**src/rtl/arm_psr_pkg.sv**
```systemverilog
// Shared PSR definitions: mode encodings, status bit positions,
// mode-to-bank mapping and mode legality helpers.
package arm_psr_pkg;

    localparam logic [4:0] MODE_USR = 5'b10000;
    localparam logic [4:0] MODE_FIQ = 5'b10001;
    localparam logic [4:0] MODE_IRQ = 5'b10010;
    localparam logic [4:0] MODE_SVC = 5'b10011;
    localparam logic [4:0] MODE_ABT = 5'b10111;
    localparam logic [4:0] MODE_UND = 5'b11011;
    localparam logic [4:0] MODE_SYS = 5'b11111;

    localparam int BIT_N = 31;
    localparam int BIT_Z = 30;
    localparam int BIT_C = 29;
    localparam int BIT_V = 28;
    localparam int BIT_I = 7;
    localparam int BIT_F = 6;
    localparam int BIT_T = 5;

    localparam int BANK_W = 3;

    typedef struct packed {
        logic              valid;
        logic [BANK_W-1:0] idx;
    } bank_sel_t;

    // USR and SYS share the user register view and own no SPSR.
    function automatic bank_sel_t mode_to_bank(input logic [4:0] mode);
        bank_sel_t sel;
        sel = '0;
        case (mode)
            MODE_FIQ: sel = '{valid: 1'b1, idx: 3'd0};
            MODE_IRQ: sel = '{valid: 1'b1, idx: 3'd1};
            MODE_SVC: sel = '{valid: 1'b1, idx: 3'd2};
            MODE_ABT: sel = '{valid: 1'b1, idx: 3'd3};
            MODE_UND: sel = '{valid: 1'b1, idx: 3'd4};
            default:  sel = '0;
        endcase
        return sel;
    endfunction

    function automatic logic mode_is_legal(input logic [4:0] mode);
        return (mode == MODE_USR) || (mode == MODE_SYS) ||
               mode_to_bank(mode).valid;
    endfunction

endpackage

```
**src/rtl/spsr_bank.sv**
```systemverilog
// Banked SPSR storage: NUM_BANKS x WIDTH registers, negedge clocked.
// Ports: CLK, CLR (async active-low), we/wr_idx/wr_data write port,
// rd_valid/rd_idx read port, rd_data (zero for invalid index).
module spsr_bank
    import arm_psr_pkg::*;
#(
    parameter int WIDTH     = 32,
    parameter int NUM_BANKS = 5
) (
    input  logic              CLK,
    input  logic              CLR,
    input  logic              we,
    input  logic [BANK_W-1:0] wr_idx,
    input  logic [WIDTH-1:0]  wr_data,
    input  logic              rd_valid,
    input  logic [BANK_W-1:0] rd_idx,
    output logic [WIDTH-1:0]  rd_data
);

    logic [WIDTH-1:0] mem [NUM_BANKS];

    always_ff @(negedge CLK or negedge CLR) begin
        if (!CLR) begin
            for (int i = 0; i < NUM_BANKS; i++) begin
                mem[i] <= '0;
            end
        end else if (we && (int'(wr_idx) < NUM_BANKS)) begin
            mem[wr_idx] <= wr_data;
        end
    end

    always_comb begin
        rd_data = '0;
        if (rd_valid && (int'(rd_idx) < NUM_BANKS)) begin
            rd_data = mem[rd_idx];
        end
    end

endmodule

```
**src/rtl/banked_status_register.sv**
```systemverilog
// ARM program status register block: CPSR plus banked SPSRs.
// Ports: CLK, CLR (async active-low), FLAG_LE/FLAGS_IN flag load,
// MSR_LE/MSR_SPSR/MSR_MASK/MSR_D field write, EXC_LE/EXC_MODE entry,
// RET_LE return; outputs CPSR, SPSR, MODE, PRIV, ERR (1-cycle pulse).
module banked_status_register
    import arm_psr_pkg::*;
#(
    parameter int               WIDTH       = 32,
    parameter int               NUM_BANKS   = 5,
    parameter logic [WIDTH-1:0] RESET_VALUE = WIDTH'(32'h000000D3)
) (
    input  logic             CLK,
    input  logic             CLR,
    input  logic             FLAG_LE,
    input  logic [3:0]       FLAGS_IN,
    input  logic             MSR_LE,
    input  logic             MSR_SPSR,
    input  logic [3:0]       MSR_MASK,
    input  logic [WIDTH-1:0] MSR_D,
    input  logic             EXC_LE,
    input  logic [4:0]       EXC_MODE,
    input  logic             RET_LE,
    output logic [WIDTH-1:0] CPSR,
    output logic [WIDTH-1:0] SPSR,
    output logic [4:0]       MODE,
    output logic             PRIV,
    output logic             ERR
);

    logic [WIDTH-1:0]  cpsr_q;
    logic [WIDTH-1:0]  cpsr_n;
    logic              err_q;
    logic              err_n;
    logic              bank_we;
    logic [BANK_W-1:0] bank_idx;
    logic [WIDTH-1:0]  bank_wd;
    logic [WIDTH-1:0]  spsr_rd;
    logic [3:0]        eff_mask;
    logic [WIDTH-1:0]  bit_mask;
    bank_sel_t         cur_sel;
    bank_sel_t         exc_sel;

    assign cur_sel = mode_to_bank(cpsr_q[4:0]);
    assign exc_sel = mode_to_bank(EXC_MODE);

    // Byte enables to bit enables; the f-byte enable also covers any
    // reserved bits above 31.
    function automatic logic [WIDTH-1:0] expand(input logic [3:0] m);
        logic [WIDTH-1:0] e;
        e = '0;
        for (int i = 0; i < WIDTH; i++) begin
            if (i >= 24) e[i] = m[3];
            else         e[i] = m[i>>3];
        end
        return e;
    endfunction

    spsr_bank #(
        .WIDTH     (WIDTH),
        .NUM_BANKS (NUM_BANKS)
    ) u_spsr_bank (
        .CLK      (CLK),
        .CLR      (CLR),
        .we       (bank_we),
        .wr_idx   (bank_idx),
        .wr_data  (bank_wd),
        .rd_valid (cur_sel.valid),
        .rd_idx   (cur_sel.idx),
        .rd_data  (spsr_rd)
    );

    always_comb begin
        cpsr_n   = cpsr_q;
        err_n    = 1'b0;
        bank_we  = 1'b0;
        bank_idx = cur_sel.idx;
        bank_wd  = spsr_rd;
        eff_mask = MSR_MASK;
        bit_mask = '0;
        if (!EXC_LE) begin
            if (exc_sel.valid) begin
                bank_we          = 1'b1;
                bank_idx         = exc_sel.idx;
                bank_wd          = cpsr_q;
                cpsr_n[4:0]      = EXC_MODE;
                cpsr_n[BIT_I]    = 1'b1;
                cpsr_n[BIT_T]    = 1'b0;
                if (EXC_MODE == MODE_FIQ) begin
                    cpsr_n[BIT_F] = 1'b1;
                end
            end else begin
                err_n = 1'b1;
            end
        end else if (!RET_LE) begin
            if (cur_sel.valid && mode_is_legal(spsr_rd[4:0])) begin
                cpsr_n = spsr_rd;
            end else begin
                err_n = 1'b1;
            end
        end else begin
            if (!MSR_LE) begin
                if (MSR_SPSR && !cur_sel.valid) begin
                    err_n    = 1'b1;
                    eff_mask = '0;
                end else if (!MSR_SPSR && cpsr_q[4:0] == MODE_USR) begin
                    // User code may only touch the flag byte.
                    if (|MSR_MASK[2:0]) err_n = 1'b1;
                    eff_mask[2:0] = '0;
                end
                if (eff_mask[0] && !mode_is_legal(MSR_D[4:0])) begin
                    eff_mask[0] = 1'b0;
                    err_n       = 1'b1;
                end
                bit_mask = expand(eff_mask);
                if (MSR_SPSR) begin
                    bank_we = cur_sel.valid;
                    bank_wd = (spsr_rd & ~bit_mask) | (MSR_D & bit_mask);
                end else begin
                    cpsr_n = (cpsr_q & ~bit_mask) | (MSR_D & bit_mask);
                end
            end
            // ALU flags lose only to an MSR that names the CPSR f-field.
            if (!FLAG_LE && (MSR_LE || MSR_SPSR || !MSR_MASK[3])) begin
                cpsr_n[BIT_N:BIT_V] = FLAGS_IN;
            end
        end
    end

    always_ff @(negedge CLK or negedge CLR) begin
        if (!CLR) begin
            cpsr_q <= RESET_VALUE;
            err_q  <= 1'b0;
        end else begin
            cpsr_q <= cpsr_n;
            err_q  <= err_n;
        end
    end

    assign CPSR = cpsr_q;
    assign SPSR = spsr_rd;
    assign MODE = cpsr_q[4:0];
    assign PRIV = (cpsr_q[4:0] != MODE_USR);
    assign ERR  = err_q;

endmodule
```
**config.mk**
```make
export PLATFORM = sky130hd
export DESIGN_NAME = banked_status_register
export DESIGN_NICKNAME = d
export VERILOG_FILES = /design/src/rtl/arm_psr_pkg.sv /design/src/rtl/spsr_bank.sv /design/src/rtl/banked_status_register.sv
export SDC_FILE = /design/constraint.sdc
export NUM_CORES = 1
export LEC_CHECK = 0
export ABC_CLOCK_PERIOD_IN_PS = 8300
export CORE_UTILIZATION = 35
export CTS_CLUSTER_SIZE = 8
export DETAILED_ROUTE_END_ITERATION = 8
export MAX_ROUTING_LAYER = met4
export SETUP_SLACK_MARGIN = 0.15
export SLEW_MARGIN = 30
export SYNTH_ARGS = -nofsm -noshare
export SYNTH_HDL_FRONTEND = slang
export SYNTH_HIERARCHICAL = 1
export SYNTH_SLANG_ARGS = --single-unit
```
**constraint.sdc**
```tcl
create_clock -name CLK -period 8.3 [get_ports CLK]
set_input_delay 1.66 -clock CLK [delete_from_list [all_inputs] [get_ports CLK]]
set_output_delay 1.66 -clock CLK [all_outputs]
set_load 0.005 [all_outputs]
```
Yosys cells after proc, flatten, opt, wreduce, memory -nomap -nowiden
Index checks and enable logic that the tools add are counted.

Register bits after elaboration: 193. Bits of input ports: 52. Output and inout bits: 71. Word-level logic and storage cells: 147.

Order comparisons: 5. Equality and inequality tests: 33. Mux-type cells: 64. Bitwise logic cells: 8. Reductions and logical operators: 27.

Operator list (number): $mux 32 (13); $bwmux 160 (1); $eq 5x5->1 const B (25); $and 32x32->32 (3); $bmux 32 s3 (1); $demux 32 s3 (1); $pmux 4 s5 (4); $or 32x32->32 (2); $not 32->32 (1); $mux 1 (29); $mux 4 (6); $mux 3 (7); $mux 8 (2); $reduce_and 4->1 (3); $ge 4x4->1 const B (2); $logic_and 1x1->1 (8); $not 3->4 (2); $logic_or 1x1->1 (6); $lt 3x3->1 const B (2); $ne 3x2->1 const B (2); $ne 3x3->1 const B (2); $reduce_bool 2->1 (3); $logic_not 1->1 (5); $ne 5x5->1 const B (1); other kinds (5) (6).

Longest topological paths before layout
Word-level depth: 21. Depth in mapped cells: 16. Mapped depth without buffers: 13.

Modules after synthesis
The synthesis kept the hierarchy.

By module, submodules not included: spsr_bank (times used 1, cells each 495, area an instance 7239.4 µm², sequential area each 4003.8 µm²); banked_status_register (times used 1, cells each 340, area an instance 2765.2 µm², sequential area each 832.0 µm²).

==> metrics.yaml <==
status: "finished with violations"
violations: "negative setup slack"
yosysTopAreaCell: "dfrtn_1"
ys.flop_type: "dfrtn_1"
async_flop_share: 1.00
wl_per_cell_um: 19.7
netlist_area_um2: 10000
start_util: 0.358
syn2layout_area_growth_pct: 47.8
pin_count: 123
rrSetupSlack_ns: 4.81
p_leak_nw: 6.82
final_nets: 1170
dpl-instance-area_um2: 12600
crit_end: "SPSR[19]"
cp_common_cell: "buf_6"
peakVddDrop_mv: 0.197
drt.antenna.violating_nets: 0
syn-num-nets: 887
port_buffers: 122
n_fill_cell: 2378
slowest_delay_ns: 0.38
core-area_um2: 27900
wirelength_um: 29800
postSynthAreaPerCell_um2: 12.0
root_buffer: "clkbuf_16"
overflow: 0
hp-class: "reg -> reg"
cp.required_ns: 6.64
drv_cap: 0
drt_iter0_drc: 658
antenna_found_initial: 0
worstSetupEndpointType: "primary output"
internal-power_mw: 3.52
crit_fanout: 4
dieArea_um2: 29300
yosysTopAreaCellShare: 0.470
synth_common_cells: "mux2_2, dfrtn_1, nand2_1"
cts.sinks: 193
synth_cell_types: 65
timing.hold.ws_ns: 0.434
fp.dieW_um: 171
rsz0062_at_grt: "true"
yosysSeqAreaShare: 0.483
num_rows: 61
path_class: "reg -> out"
cp_top_family: "buffers and inverters"
path_clk_slew_ns: 0.05
synth_edf_count: 0
finalSetupViolations: 4
ys_ff_latch: 193
n_antenna_cell: 0
max_slew.worst_pin.slew_ns: 0.874
start_kind: "register"
dp_hpwl_um: 19400
synth_warnings: 6
slew_viol_final: 0
final.setup.tns_ns: -0.0395
pwr-share-comb: 0.583
grt_pass1_vias: 8148
worst_slack_ns: -0.0336
syn_inst: 835
die_h_um: 171
p_clk_frac: 0.152
cp.depth: 10
gp_congestion: 0.893
grt_max_degree: 100
cts_tree: "yes"
slew_headroom: 0.418
reg2reg_depth: 16
path_buf_inv: 5
dr.pass1.iters: 6
clock_skew_ns: 0.0812
grt_pass1_wl_um: 45800
layout-drive-gt1-share: 0.505
critPathSlowestCell: "dfstp_2"
track_usage: 0.210
htree_levels: 4
clk_latency_ns: 0.47
design_area_um2: 14800
holdBufCountCts: 0
switching_share: 0.377
worstHoldPathCells: 1
switchingPower_mw: 2.13
p_per_area_nw_per_um2: 382
path_cells: "buf_6 > buf_6 > and4bb_2 > a311oi_4 > inv_2 > buf_6 > and4bb_4 > a32oi_2 > o21ai_4 > buf_2"
vias: 7926
arrival_ns: 6.67
vias_per_cell: 5.25
timing.final.hold_violations: 0
clockBufferDepth: 2
seqPwrFrac: 0.265
synthTopCellsByArea: "dfrtn_1, mux2_2, mux2i_1"
cts_buffers: 17
yosys.cell_count.top_type: "mux2_2"
drc: 0
through the flow:
stage               instances   util  power, mW  setup slack [ns]
floorplan                 835      -       2.62             0.177
global placement         1412  0.453       3.71            -0.225
detailed placement       1412  0.453       3.75            -0.251
CTS                      1489  0.511       5.35          -0.00591
global route             1509  0.529       5.94            -0.103
finish                   1509  0.529       5.65           -0.0336
layout make-up:
cell class | instances | area (um2) | share of cell area
clock buffer | 22 | 517 | 0.0349
clock inverter | 15 | 113 | 0.00761
sequential | 193 | 4840 | 0.327
inverter | 44 | 168 | 0.0113
tap | 378 | 473 | 0.0320
multi-input combinational | 544 | 5650 | 0.382
timing repair buffer | 313 | 3030 | 0.205
worst min path at each step:
stage | from | end | slack [ns]
finish | u_spsr_bank/mem[65] | u_spsr_bank/mem[65] | 0.43
global route | u_spsr_bank/mem[65] | u_spsr_bank/mem[65] | 0.45
CTS | u_spsr_bank/mem[65] | u_spsr_bank/mem[65] | 0.44
detailed placement | u_spsr_bank/mem[100] | u_spsr_bank/mem[100] | 0.44
global placement | u_spsr_bank/mem[65] | u_spsr_bank/mem[65] | 0.43
floorplan | u_spsr_bank/mem[100] | u_spsr_bank/mem[100] | 0.41
repair_timing:
action                     in CTS  in global routing
gates resized for setup       285                 63
pin swaps                      43                 41
buffers inserted               38                 18
setup endpoints to repair      47                185
cloned                          3                  2
layer usage:
| metal | wire length (um) | part of all wire | GRT usage |
|---|---|---|---|
| met5 | 0 | 0 | - |
| met3 | 1230 | 0.041 | 0.0328 |
| met1 | 14000 | 0.47 | 0.287 |
| met2 | 14000 | 0.47 | 0.322 |
| met4 | 577 | 0.019 | 0.0613 |
placed cells by master (no fill, tap or decap), types with 8 or more instances in the layout:
cell type / synthesis / layout
buf_6: 4 / 18
a22oi_1: 15 / 15
o22ai_4: 0 / 19
buf_2: 12 / 30
clkbuf_16: 0 / 21
mux2i_2: 0 / 9
mux2i_1: 38 / 26
a222oi_1: 20 / 20
mux2_1: 8 / 8
mux2_4: 1 / 17
clkdlybuf4s50_1: 0 / 89
a21oi_1: 27 / 26
o22ai_2: 0 / 9
buf_12: 0 / 28
inv_1: 42 / 44
mux2_2: 200 / 184
nor2_1: 17 / 16
a211oi_4: 0 / 25
buf_4: 17 / 137
dfrtn_1: 188 / 188
nand2_1: 48 / 47
o21ai_0: 19 / 12
o22ai_1: 47 / 19
power groups by stage:
stage          sequential [mW]  clock, mW  combinational (mW)
6_report                  1.50      0.859                3.29
4_1_cts                   1.47      0.878                3.00
3_5_place_dp              1.47    0.00449                2.27
2_1_floorplan             1.43    0.00449                1.19
5_1_grt                   1.53      0.917                3.49
3_3_place_gp              1.46    0.00449                2.24
kinds of logic after synthesis:
group,share of synthesized area
mux,0.274
compound gates,0.132
buf+inv,0.0476
simple gates,0.0613
flops,0.483
xor+xnor,0.00175
Note: power is estimated with default switching activity, not from simulation.
